File: config.mk
export PLATFORM = sky130hd
export DESIGN_NAME = adder_2bit
export DESIGN_NICKNAME = d
export VERILOG_FILES = /design/src/rtl/adder_2bit.sv
export SDC_FILE = /design/constraint.sdc
export NUM_CORES = 1
export LEC_CHECK = 0
export CORE_MARGIN = 2
export CORE_UTILIZATION = 40
export DETAILED_ROUTE_END_ITERATION = 7
export GPL_ROUTABILITY_DRIVEN = 0
export GPL_TIMING_DRIVEN = 0
export PLACE_DENSITY = 0.71
export SLEW_MARGIN = 20
export SYNTH_ARGS = -nofsm -noshare
export SYNTH_HDL_FRONTEND = slang
export SYNTH_SLANG_ARGS = --single-unit
File: constraint.sdc
create_clock -name clk -period 1.9 [get_ports clk]
set_input_delay 0.38 -clock clk [delete_from_list [all_inputs] [get_ports clk]]
set_output_delay 0.38 -clock clk [all_outputs]
set_load 0.05 [all_outputs]
File: src/rtl/adder_2bit.sv
// rtl/adder_2bit.sv - 2-bit unsigned adder with registered result and saturating overflow counter
// Combinational sum/carry path plus a one-cycle registered copy gated by in_valid.
module adder_2bit #(
  parameter int CNT_W = 8
) (
  input  logic             clk,
  input  logic             rst_n,
  input  logic [1:0]       a,
  input  logic [1:0]       b,
  input  logic             in_valid,
  output logic [1:0]       sum,
  output logic             carry_out,
  output logic [1:0]       sum_q,
  output logic             carry_q,
  output logic             out_valid,
  output logic [CNT_W-1:0] ovf_count
);

  logic [2:0]       w_total;
  logic             w_ovf_sat;
  logic [1:0]       r_sum_q;
  logic             r_carry_q;
  logic             r_out_valid;
  logic [CNT_W-1:0] r_ovf_count;

  // Zero-extend so bit 2 carries the overflow of the 2-bit add.
  assign w_total   = {1'b0, a} + {1'b0, b};
  assign sum       = w_total[1:0];
  assign carry_out = w_total[2];
  assign w_ovf_sat = &r_ovf_count;

  always_ff @(posedge clk or negedge rst_n) begin
    if (!rst_n) begin
      r_sum_q     <= 2'b00;
      r_carry_q   <= 1'b0;
      r_out_valid <= 1'b0;
      r_ovf_count <= '0;
    end else begin
      r_out_valid <= in_valid;
      if (in_valid) begin
        r_sum_q   <= sum;
        r_carry_q <= carry_out;
        // Counter sticks at all-ones rather than wrapping.
        if (carry_out && !w_ovf_sat) begin
          r_ovf_count <= r_ovf_count + CNT_W'(1);
        end
      end
    end
  end

  assign sum_q     = r_sum_q;
  assign carry_q   = r_carry_q;
  assign out_valid = r_out_valid;
  assign ovf_count = r_ovf_count;

endmodule

==> summary.md <==
| Metric | Value |
|---|---|
| Design area | `812 um^2` |
| Wire per inst | `13.6 um` |
| Clk_lat worst skew | `0.27 ns` |
| Post-Route WL | `1.16 mm` |
| Drt initial violations | `1` |
| Post-synthesis sequential area ratio | `54.5%` |
| Routed vias/inst | `5.04` |
| Root Buffer | `clkbuf_4` |
| WS Path Type | `in -> out` |
| Cells after Synth | `45` |
| Filler Cells Inserted | `127` |
| Worst-path clk slew | `0.07 ns` |
| Yosys cell types | `22` |
| Port Buffer Count | `21` |
| Full die area | `1690 um^2` |
| CTS HTree Levels | `1` |
| Starting Density | `42.3%` |
| Longest Clk Path Bufs | `2` |
| Vias in the first global route | `387` |
| # DRC | `0` |
| Global-route wire length before repair | `1.82 mm` |
| Post-synthesis net count | `55` |
| Pwr Density | `1480 nW/um^2` |
| Final Non-Filler Cells | `85` |
| Reg2reg end | `ovf_count[1]` |
| Crit-path cells | `clkdlybuf4s15_1 > ha_2 > fa_2 > buf_8` |
| Logic pwr share | `51.2%` |
| Register area | `300 um^2` |
| Area growth syn-to-layout | `47.5%` |
| Hold buffers post-CTS | `0` |
| Antenna violations before repair | `0` |
| Critical Path Sink | `sum[1]` |
| CP arrival | `1.48 ns` |
| Slew HR | `64.7%` |
| CP max-delay cell | `fa_2` |
| Placeable Area | `1300 um^2` |
| Worst R2R Setup Slack | `0.47 ns` |
| Period utilization | `98.0%` |
| Synth Register Bits | `12` |
| Max Cap Viol | `0` |
| Clock share of power | `12.6%` |
| Finish-stage setup viols | `0` |
| Nets | `82` |
| Psw | `595 uW` |
| Worst VDD drop | `0.930 mV` |
| # clock sinks | `12` |
| Dpl hpwl | `785 um` |
| Tmin final | `1.86 ns` |
| Dpl cell area | `782 um^2` |
| P_leak | `0.413 nW` |
| Crit. End Element | `primary output` |
| Routed Antenna Nets | `0` |
| Commonest cells after routing, fill and taps aside | `dfrtp_1, dlygate4sd2_1, clkdlybuf4s50_1` |
| Internal power | `603 uW` |
| Max Fanout on Critical Path | `2` |
| Slew at the pin with the worst max-slew slack | `0.528 ns` |
| TritonCTS clock tree | `yes` |
| RSZ-0062 raised after global routing | `no` |
| TritonCTS buffer count | `3` |
| Syn. warnings | `0` |
| Relative contribution of sequential cells to total power | `36.1%` |
| Maximum operating frequency | `0.537 GHz` |
| Chip height | `41.1 um` |
| Skew final | `0.00171 ns` |
| FF-to-FF path depth | `3` |
| Switching part of the total | `49.7%` |
| Worst min path class | `in -> async` |
| ANT cells | `0` |
| Placed Cells | `81` |
| Hold Vio Cnt, Final | `0` |
| Slowest stage delay, CP | `0.56 ns` |
| Post-Syn Area | `551 um^2` |
| RR Startpoint | `ovf_count[0]` |
| Post-Syn Area per Cell | `12.2 um^2` |
| Startpoint types | `primary input` |
| Pre-antenna DRT Iters | `2` |
| Num ports | `22` |
| Total number of vias | `428` |
| Die width | `41.1 um` |
| Footprint of the multi-input gates | `251 um^2` |
| Final Power | `1.20 mW` |
| Crit. Startpoint | `a[0]` |
| Critical path data required time | `1.52 ns` |
| Pins Over Slew Limit | `0` |
| Grt ovf | `0` |
| Status | `complete, no violations` |
| Total track usage | `17.2%` |
| Row count | `13` |
| Commonest non-fill, non-tap cell in the layout | `dfrtp_1` |
| Largest net degree at the start of global routing | `13` |
| Fraction of layout cells with a size suffix above 1 | `21.4%` |
[stage by stage]
stage,hold WS [ns],setup TNS (ns),setup slack [ns],util (%)
floorplan,0.0844,0,0.129,-
global placement,0.490,-2.28,-0.801,60.1
global route,0.504,0,0.00412,62.4
finish,0.457,0,0.0373,62.4
CTS,0.474,0,0.00832,61.1
detailed placement,0.500,-2.41,-0.814,60.1
[power groups by stage]
stage	Combinational [mW]	Sequential (mW)	Clock, mW
6_report	0.614	0.433	0.151
5_1_grt	0.656	0.447	0.171
4_1_cts	0.613	0.434	0.157
3_5_place_dp	0.644	0.439	0
3_3_place_gp	0.641	0.436	0
2_1_floorplan	0.158	0.701	0
[cell type report]
cell class              instances  share of cell area [%]
clock buffers                   3                    2.77
inverters                       1                   0.462
multi-input cells              32                    31.0
flip-flops and latches         12                    37.0
well taps                      15                    2.31
repair buffers                 22                    26.5
[worst min path at each step]
| stage | start | to | slack, ns |
|---|---|---|---|
| 6_report | rst_n | out_valid | 0.46 |
| 5_1_grt | rst_n | ovf_count[6] | 0.50 |
| 4_1_cts | rst_n | ovf_count[6] | 0.47 |
| 3_5_place_dp | sum_q[1] | sum_q[1] | 0.50 |
| 3_3_place_gp | ovf_count[7] | ovf_count[7] | 0.49 |
| 2_1_floorplan | rst_n | carry_q | 0.08 |
[metal layers]
| metal | vias to the layer above | global-route usage, % | wire [um] |
|---|---|---|---|
| met5 | - | 0 | 0 |
| met4 | 0 | 7.26 | 21 |
| met3 | 2 | 3.26 | 37 |
| met2 | 9 | 25.8 | 630 |
| met1 | 209 | 24.0 | 469 |
| li1 | 208 | - | - |
[sequential cells by signal, summed over array words and instances, names as in the netlist]
| signal | flops |
|---|---|
| ovf_count | 8 |
| carry_q | 1 |
| sum_q | 2 |
| out_valid | 1 |
[timing repair]
action                                  CTS  global route
endpoints found under the setup margin    9             3
gates resized for setup                  24             5
cloned                                    0             0
setup buffers                             0             1
pin swaps                                 2             2
[synth_stat cells (all sizes together)]
cell   instances  share of area (%)
inv            1               0.68
nand2          3                2.5
or2            1                1.1
nand3          2                1.8
nand4          1                1.1
a41o           1                2.0
a31oi          1                1.1
dfrtp         12                 55
xor2           4                6.4
xnor2          1                1.6
and3           1                1.1
a21oi          2                1.8
nor3           2                2.7
fa             1                3.6
ha             2                4.5
mux2           3                6.8
and4           1                2.0
o21ai          1               0.91
nor2           5                3.4
[cells by family (layout without fill, tap and decap cells)]
family / Yosys count / in the layout / synth area share (%)
buffers and inverters: 1 / 26 / 0.681
AOI/OAI and AO/OA: 5 / 5 / 5.91
muxes: 3 / 3 / 6.82
DFF: 12 / 12 / 54.5
xor gates and xnor gates: 5 / 5 / 7.95
and+or+nand+nor: 16 / 16 / 15.9
adders and majority gates: 3 / 3 / 8.18
[critical path, delay by kind of cell]
family                   cells  cell delay, ns
buffers and inverters        2            0.34
adder cells (fa/ha/maj)      2            0.77
Note: power is estimated with default switching activity, not from simulation.
